**config.mk**
```make
export PLATFORM = sky130hd
export DESIGN_NAME = drive_recovery_sequencer
export DESIGN_NICKNAME = d
export VERILOG_FILES = /design/src/rtl/drive_pkg.sv /design/src/rtl/phase_timer.sv /design/src/rtl/drive_recovery_sequencer.sv
export SDC_FILE = /design/constraint.sdc
export NUM_CORES = 1
export LEC_CHECK = 0
export ABC_AREA = 1
export BUFFER_PORTS_ARGS = -buffer_cell sky130_fd_sc_hd__buf_2
export CORE_UTILIZATION = 53
export CTS_BUF_LIST = sky130_fd_sc_hd__clkbuf_16
export CTS_CLUSTER_SIZE = 30
export DETAILED_ROUTE_END_ITERATION = 8
export GPL_TIMING_DRIVEN = 0
export PLACE_DENSITY_LB_ADDON = 0.25
export SLEW_MARGIN = 10
export SYNTH_ARGS = -nofsm -noshare
export SYNTH_HDL_FRONTEND = slang
export SYNTH_SLANG_ARGS = --single-unit
```
**constraint.sdc**
```tcl
create_clock -name clk -period 1.9 [get_ports clk]
set_input_delay 0.285 -clock clk [delete_from_list [all_inputs] [get_ports clk]]
set_output_delay 0.285 -clock clk [all_outputs]
set_load 0.1 [all_outputs]
```
**src/rtl/drive_pkg.sv**
```systemverilog
// Shared state encodings and wheel-direction constants for the drive recovery sequencer.
package drive_pkg;

    localparam int unsigned StateW = 3;

    typedef enum logic [StateW-1:0] {
        StIdle    = 3'd0,
        StRun     = 3'd1,
        StStop    = 3'd2,
        StReverse = 3'd3,
        StTurn    = 3'd4,
        StFault   = 3'd5
    } state_e;

    // {left,right} wheel direction, 1 = forward
    localparam logic [1:0] DirFwd   = 2'b11;
    localparam logic [1:0] DirRev   = 2'b00;
    localparam logic [1:0] DirSpinR = 2'b10;
    localparam logic [1:0] DirSpinL = 2'b01;

    function automatic int unsigned max3(input int unsigned a, input int unsigned b,
                                         input int unsigned c);
        int unsigned m;
        m = (a > b) ? a : b;
        return (m > c) ? m : c;
    endfunction

endpackage

```
**src/rtl/phase_timer.sv**
```systemverilog
// Up-counter for the timed recovery phases; done on terminal count, cleared by load.
module phase_timer #(
    parameter int unsigned Width = 17
) (
    input  logic             clk,
    input  logic             rst,
    input  logic             load,
    input  logic [Width-1:0] len,
    output logic             done
);

    logic [Width-1:0] cnt_q;

    assign done = (cnt_q == len - Width'(1));

    // Holds at terminal count instead of wrapping while the owner is not in a timed phase.
    always_ff @(posedge clk) begin
        if (rst || load) begin
            cnt_q <= '0;
        end else if (!done) begin
            cnt_q <= cnt_q + Width'(1);
        end
    end

endmodule

```
**src/rtl/drive_recovery_sequencer.sv**
```systemverilog
// Phased stop / back-off / turn-away recovery between navigation and the motor drivers,
// with a retry window that latches a fault after repeated hits.
module drive_recovery_sequencer
    import drive_pkg::*;
#(
    parameter int unsigned STOP_CYC  = 75_000,
    parameter int unsigned REV_CYC   = 32_500,
    parameter int unsigned TURN_CYC  = 50_000,
    parameter int unsigned WIN_CYC   = 200_000,
    parameter int unsigned MAX_RETRY = 3,
    parameter int unsigned DUTY_W    = 8,
    parameter int unsigned REV_DUTY  = 128
) (
    input  logic              clk,
    input  logic              rst,
    input  logic [1:0]        SnsDisable,
    input  logic              nav_en,
    input  logic [1:0]        nav_dir,
    input  logic [DUTY_W-1:0] nav_duty,
    input  logic              fault_clr,
    output logic              motor_en,
    output logic [1:0]        dir,
    output logic [DUTY_W-1:0] duty,
    output logic [StateW-1:0] state,
    output logic [1:0]        retry_cnt,
    output logic              fault
);

    localparam int unsigned TimerW = $clog2(max3(STOP_CYC, REV_CYC, TURN_CYC) + 1);
    localparam int unsigned WinW   = $clog2(WIN_CYC + 1);

    state_e            state_q, state_d;
    logic [1:0]        side_q, side_d;
    logic [1:0]        retry_q, retry_d;
    logic [WinW-1:0]   win_q, win_d;
    logic              motor_en_q, motor_en_d;
    logic [1:0]        dir_q, dir_d;
    logic [DUTY_W-1:0] duty_q, duty_d;
    logic              fault_q, fault_d;

    logic              hit;
    logic              timer_load;
    logic              timer_done;
    logic [TimerW-1:0] timer_len;

    phase_timer #(
        .Width(TimerW)
    ) u_phase_timer (
        .clk (clk),
        .rst (rst),
        .load(timer_load),
        .len (timer_len),
        .done(timer_done)
    );

    assign timer_load = (state_d != state_q);

    always_comb begin
        state_d   = state_q;
        side_d    = side_q;
        retry_d   = retry_q;
        win_d     = win_q;
        hit       = 1'b0;
        timer_len = TimerW'(STOP_CYC);

        case (state_q)
            StIdle: begin
                if (nav_en) state_d = StRun;
            end
            StRun: begin
                if (|SnsDisable) hit = 1'b1;
                else if (!nav_en) state_d = StIdle;
            end
            StStop: begin
                side_d = side_q | SnsDisable;
                if (timer_done) state_d = StReverse;
            end
            StReverse: begin
                timer_len = TimerW'(REV_CYC);
                if (timer_done) state_d = StTurn;
            end
            StTurn: begin
                timer_len = TimerW'(TURN_CYC);
                if (|SnsDisable) hit = 1'b1;
                else if (timer_done) state_d = nav_en ? StRun : StIdle;
            end
            StFault: begin
                if (fault_clr) begin
                    state_d = StIdle;
                    retry_d = 2'd0;
                end
            end
            default: state_d = StIdle;
        endcase

        // A hit overrides any other exit; the window restarts from zero.
        if (hit) begin
            side_d = SnsDisable;
            win_d  = '0;
            if (({1'b0, retry_q} + 3'd1) == 3'(MAX_RETRY)) begin
                state_d = StFault;
            end else begin
                retry_d = retry_q + 2'd1;
                state_d = StStop;
            end
        end else if (state_q == StRun && win_q != WinW'(WIN_CYC)) begin
            win_d = win_q + WinW'(1);
            if (win_d == WinW'(WIN_CYC)) retry_d = 2'd0;
        end
    end

    // Outputs are decoded from the next state so they register together with it.
    always_comb begin
        motor_en_d = 1'b0;
        dir_d      = dir_q;
        duty_d     = '0;
        fault_d    = 1'b0;
        case (state_d)
            StRun: begin
                motor_en_d = 1'b1;
                dir_d      = nav_dir;
                duty_d     = nav_duty;
            end
            StReverse: begin
                motor_en_d = 1'b1;
                dir_d      = DirRev;
                duty_d     = DUTY_W'(REV_DUTY);
            end
            StTurn: begin
                motor_en_d = 1'b1;
                dir_d      = side_d[1] ? DirSpinR : DirSpinL;
                duty_d     = DUTY_W'(REV_DUTY);
            end
            StFault: fault_d = 1'b1;
            default: ;
        endcase
    end

    always_ff @(posedge clk) begin
        if (rst) begin
            state_q    <= StIdle;
            side_q     <= 2'b00;
            retry_q    <= 2'd0;
            win_q      <= '0;
            motor_en_q <= 1'b0;
            dir_q      <= DirFwd;
            duty_q     <= '0;
            fault_q    <= 1'b0;
        end else begin
            state_q    <= state_d;
            side_q     <= side_d;
            retry_q    <= retry_d;
            win_q      <= win_d;
            motor_en_q <= motor_en_d;
            dir_q      <= dir_d;
            duty_q     <= duty_d;
            fault_q    <= fault_d;
        end
    end

    assign motor_en  = motor_en_q;
    assign dir       = dir_q;
    assign duty      = duty_q;
    assign state     = state_q;
    assign retry_cnt = retry_q;
    assign fault     = fault_q;

endmodule
```
; Yosys cells after proc, flatten, opt, wreduce, memory -nomap -nowiden
; Cells that the tools add are included.
[word_totals]
elab_cells = 68
reg_bits = 54
[classes]
muxes = 28
n_addsub = 5
bitwise_logic = 1
n_eq_ne = 14
n_reduce_logical = 10
[op_table]
columns = op, count
row1 = $pmux 17 s2, 1
row2 = $mux 3, 10
row3 = $add 18x1->18 const B, 1
row4 = $eq 18x18->1 const B, 1
row5 = $mux 2, 9
row6 = $ne 18x18->1 const B, 1
row7 = $pmux 3 s6, 1
row8 = $add 17x1->17 const B, 1
row9 = $eq 17x17->1, 1
row10 = $sub 17x1->17 const B, 1
row11 = $pmux 8 s2, 1
row12 = $eq 3x2->1 const B, 4
row13 = $eq 3x3->1 const B, 4
row14 = $reduce_or 2->1, 4
row15 = $eq 3x1->1 const B, 2
row16 = $pmux 2 s3, 1
row17 = $mux 1, 5
row18 = $add 2x1->3 const B, 1
row19 = $logic_not 3->1, 1
row20 = $ne 3x3->1, 1
row21 = $reduce_bool 3->1, 1
row22 = $reduce_or 3->1, 1
row23 = $add 2x1->2 const B, 1
row24 = $or 2x2->2, 1
row25 = other kinds (3), 3

; Depth between registers and ports, before layout
[logic_depth]
depth_word = 11
depth_mapped = 18

; Hierarchy
; From an unflattened synthesis, not the netlist that was laid out.
[hier_totals]
hier_cells = 658
hier_area_um2 = 3905.0
[modules_own_cells]
columns = mod, instances, cells_each, area_per_inst_um2, seq_area_each_um2
row1 = drive_recovery_sequencer, 1, 322, 2080.7, 720.7
row2 = phase_timer, 1, 336, 1824.2, 340.3

; Least setup slack after synthesis
; No wires, ideal clock.
[synth_path]
kind = register -> register
from = register state_q[2] (netlist: state[2])
to = register u_phase_timer.cnt_q[13]
setup_ps = 120
setup_slack_ps = -1019
required_ps = 1780
arrival_ps = 2799
path_stages_with_launch = 19
synth_period_minus_slack_ps = 2919
path_buffers = 3
path_cell_list = dfxtp_1 > buf_4 > inv_2 > nand3_2 > buf_6 > inv_2 > nand2_1 > nand3_1 > nor2_4 > nand2_4 > nand2_2 > nand3_1 > nor2_2 > nand2_1 > nand2_2 > nand2_2 > nand2_4 > buf_6 > nor3_2
[synth_between]
elab_chain_len = 10
[synth_lines]
columns = element, line_no
row1 = start: declaration, drive_recovery_sequencer.sv:32  ; state_e state_q, state_d;
row2 = start signal: assignment, drive_recovery_sequencer.sv:141  ; state_q <= StIdle;
row3 = start signal: assignment, drive_recovery_sequencer.sv:150  ; state_q <= state_d;
row4 = $eq 3x3->1 / $eq 3x2->1 (equally long branches), drive_recovery_sequencer.sv:66  ; case (state_q)
row5 = $pmux 17 s2, drive_recovery_sequencer.sv:66
row6 = $sub 17x1->17, phase_timer.sv:14  ; assign done = (cnt_q == len - Width'(1));
row7 = $eq 17x17->1, phase_timer.sv:14
row8 = $mux 3, drive_recovery_sequencer.sv:85  ; else if (timer_done) state_d = nav_en ? StRun : StIdle;
row9 = $mux 3, drive_recovery_sequencer.sv:84  ; if (|SnsDisable) hit = 1'b1;
row10 = $pmux 3 s6, drive_recovery_sequencer.sv:66
row11 = $mux 3, drive_recovery_sequencer.sv:97  ; if (hit) begin
row12 = $ne 3x3->1, drive_recovery_sequencer.sv:56  ; assign timer_load = (state_d != state_q);
row13 = $logic_or 1x1->1, phase_timer.sv:18  ; if (rst || load) begin
row14 = end signal: assignment, phase_timer.sv:21  ; cnt_q <= cnt_q + Width'(1);
row15 = end: declaration, phase_timer.sv:12  ; logic [Width-1:0] cnt_q;
; Parallel ways exist; a longest one is shown, timed or not.
; A chain may end at the register's enable or synchronous reset.

; Worst setup path in the final report
[layout_path]
from = register state_q[1] (netlist: state[1])
to = register u_phase_timer.cnt_q[15]
; The elaborated chain is that of the path after synthesis.

==> results by group <==
Cells and area
  • Multi-input logic area: 0.00219 sq mm
  • Area Overhead vs Synth: 35.6%
  • Fillers: between 400 and 500
  • Final non-filler cell total: 608
  • Seq. cell area: 0.00110 sq mm
  • Layout cell share with drive strength beyond 1: 38.1%
  • Core Util, Final: 74.4%
  • Post-Layout Inst Area: 0.00440 sq mm
  • Final nets: 553
  • Ant diodes: 0

Floorplan
  • Cell row count: 28
  • IO Pins: 33
  • Starting Density: 54.8%
  • Die area: 0.00644 sq mm
  • Die Span Y: 80.3 um
  • Core area: 0.00592 sq mm
  • Die width: 80.3 um

Synthesis
  • Post-Syn Nets: 481
  • Most common cell in the synthesized netlist: nand2_1
  • Cell taking the most area after synthesis: dfxtp_1
  • Top cells by count, synth: nand2_1 (102), nor2_1 (54), dfxtp_1 (53)
  • Sequential area share after synthesis: between 30 and 40%
  • Mean Syn Cell Area: 7.06 sq um
  • Synth Warn #: 0
  • Netlist cell types: 38
  • Post-synth EDFFs: 0
  • Top cells by area, synth: dfxtp_1 (33%), nand2_1 (12%), nor2_1 (6.2%)
  • Mapped Area: 0.00325 sq mm
  • Post-synth top area share: ~33%
  • Main flop type after synthesis: dfxtp_1
  • Gate Count Post-Synth: 460
  • FFs w/ async S/R, synth: 0%
  • FF+latch count, synth: 53

STA
  • Minimum clock period: 2.25 ns
  • TNS Setup: -8.80 ns
  • Setup ws final: -0.350 ns
  • Hold WS: ~0.21 ns
  • Worst-Margin Slew: approximately 0.53 ns
  • RSZ-0062 raised after global routing: true
  • Period utilization: 118%
  • Clk_skew: 0.00666 ns
  • Final Hold Viols: 0
  • Setup violators final: 30
  • Fmax: 444 MHz
  • Max_slew headroom: 64.6%
  • Fin. max-slew vios: 0

Power and ir drop
  • Max rail drop VDD: ~0.0008 V
  • LEAKAGE: 1.84 nW
  • Pwr/cell area: approximately 960 mW/mm^2
  • Total Power: about 4.2 mW

Placement
  • Dpl cell area: 0.00355 sq mm
  • Post-DP HPWL: 5.32 mm
  • Buffers added on ports: 31
  • Number of cells after detailed placement: ~570
  • Pre-CTS WS: -0.428 ns
  • Final GP Congestion: roughly 0.93

Route
  • Wire per inst: 14.8 um
  • Vias: ~3300
  • Drt drc: 0
  • Initial DRC count: 176
  • WL final: 8.97 mm
  • Post-route ant nets: 0
  • DR pass1 iterations: 5
  • Mean number of vias per cell: 5.40

Worst setup path
  • Critical path class: flop to flop
  • Setup crit start kind: flop
  • Crit path DAT: 2.47 ns
  • CP endpoint kind: flop
  • Required @ worst endpoint: between 2 and 2.5 ns
  • Crit-path max FO: 6

Outcome
  • Status: finished, violations left
  • Violated checks: negative setup slack

Clock network
  • Clk_lat worst skew: 0.30 ns
  • Clock buffer count from CTS: 5
  • Clock sink count: 53
  • Clk root buf: clkbuf_16
  • CTS tree: yes
  • Clock-pin transition on the worst setup and hold timing paths: 0.07 ns
  • Post-CTS Hold Fix Bufs: 0
  • Clk buf depth: 2
  • H-Tree Depth: 2

GRT
  • Number of global-route vias before repair: 3021
  • Grt ovf: 0
  • Initial antenna violation count: 0
  • Largest net degree at the start of global routing: 17
  • All-Layer GR Usage: between 20% and 30%
  • First-pass GRT wire length: 13.3 mm

Job
  • Max Cap Violations: 0

Worst hold path
  • HP Class: primary input to flop
-- cells in the final DEF (no fill, tap or decap), types with 6 or more instances in the layout --
cell	count
a21oi_1	18
nand2_4	7
nand2_2	19
dfxtp_1	36
o21ai_0	16
nor3_2	22
nor2_2	12
clkbuf_16	6
nand3_1	20
buf_2	32
nor2_1	47
nand3_2	8
xor2_1	23
nand4_1	11
buf_12	7
dfxtp_4	8
dfxtp_2	9
buf_4	28
nor3_1	7
nand2_1	86
inv_1	46
-- power breakdown --
part,total [mW],switching [mW],internal (mW)
Combinational,1.68,1.11,0.568
Clock,1.15,0.446,0.701
Sequential,1.40,0.148,1.25
-- path summary, 6_finish.rpt --
kind | cells after the start | start | slack, ns | to
max | 16 | state[1]$_SDFF_PP0_ | -0.35 | u_phase_timer.cnt_q[15]$_SDFFE_PP0N_
max reg2reg | 16 | state[1]$_SDFF_PP0_ | -0.35 | u_phase_timer.cnt_q[15]$_SDFFE_PP0N_
min | 3 | nav_duty[7] | 0.21 | duty[7]$_SDFF_PP0_
min reg2reg | 2 | retry_cnt[0]$_SDFF_PP0_ | 0.50 | retry_cnt[0]$_SDFF_PP0_
-- cell type report --
cell class | count | area share, %
clock buffers | 6 | 3.41
repair buffers | 66 | 11.1
inverters | 56 | 5.17
multi-input cells | 340 | 49.8
plain buffers | 10 | 2.61
well taps | 75 | 2.13
flip-flops and latches | 53 | 25.0
clock inverters | 2 | 0.795
-- worst max-delay path: stages (launching register included) --
cell and delay (ns):
dfxtp_4 0.38, inv_4 0.11, nand3_4 0.11, buf_12 0.15, nand3_2 0.06, nand2_2 0.06
nand2_2 0.08, nor2_4 0.05, nand2_4 0.09, nand2_4 0.07, buf_4 0.13, nand3b_1 0.11
o21ai_0 0.09, nor2_1 0.19, nand3_4 0.18, buf_12 0.19, nor3_2 0.11
-- registers in the layout, indices dropped and copies added (netlist names) --
register	count
side_q	1
state	3
fault	1
duty	8
dir	2
retry_cnt	2
win_q	18
motor_en	1
u_phase_timer.cnt_q	17
-- metal layers --
metal / part of all wire [%] / track usage (%) / up-vias
li1: - / - / 1621
met2: 52 / 47.4 / 106
met1: 41 / 31.3 / 1543
met3: 5.0 / 4.55 / 14
met4: 1.5 / 10.2 / 0
met5: 0 / 0 / -
-- cell families (layout without fill, tap and decap cells) --
family / Yosys count / after routing / share of synthesized area [%]
AOI/OAI and AO/OA: 44 / 44 / 8.25
adders and majority gates: 5 / 5 / 1.93
xor gates and xnor gates: 31 / 31 / 8.36
DFF: 53 / 53 / 32.7
buffers and inverters: 67 / 140 / 9.29
and+or+nand+nor: 260 / 260 / 39.5
-- what timing repair did --
action,4_1_cts,5_1_grt
setup endpoints to repair,51,47
resized for setup,46,54
setup buffers,21,13
pin swaps,17,32
gates cloned,1,0
(Power assumes the default switching activity.)
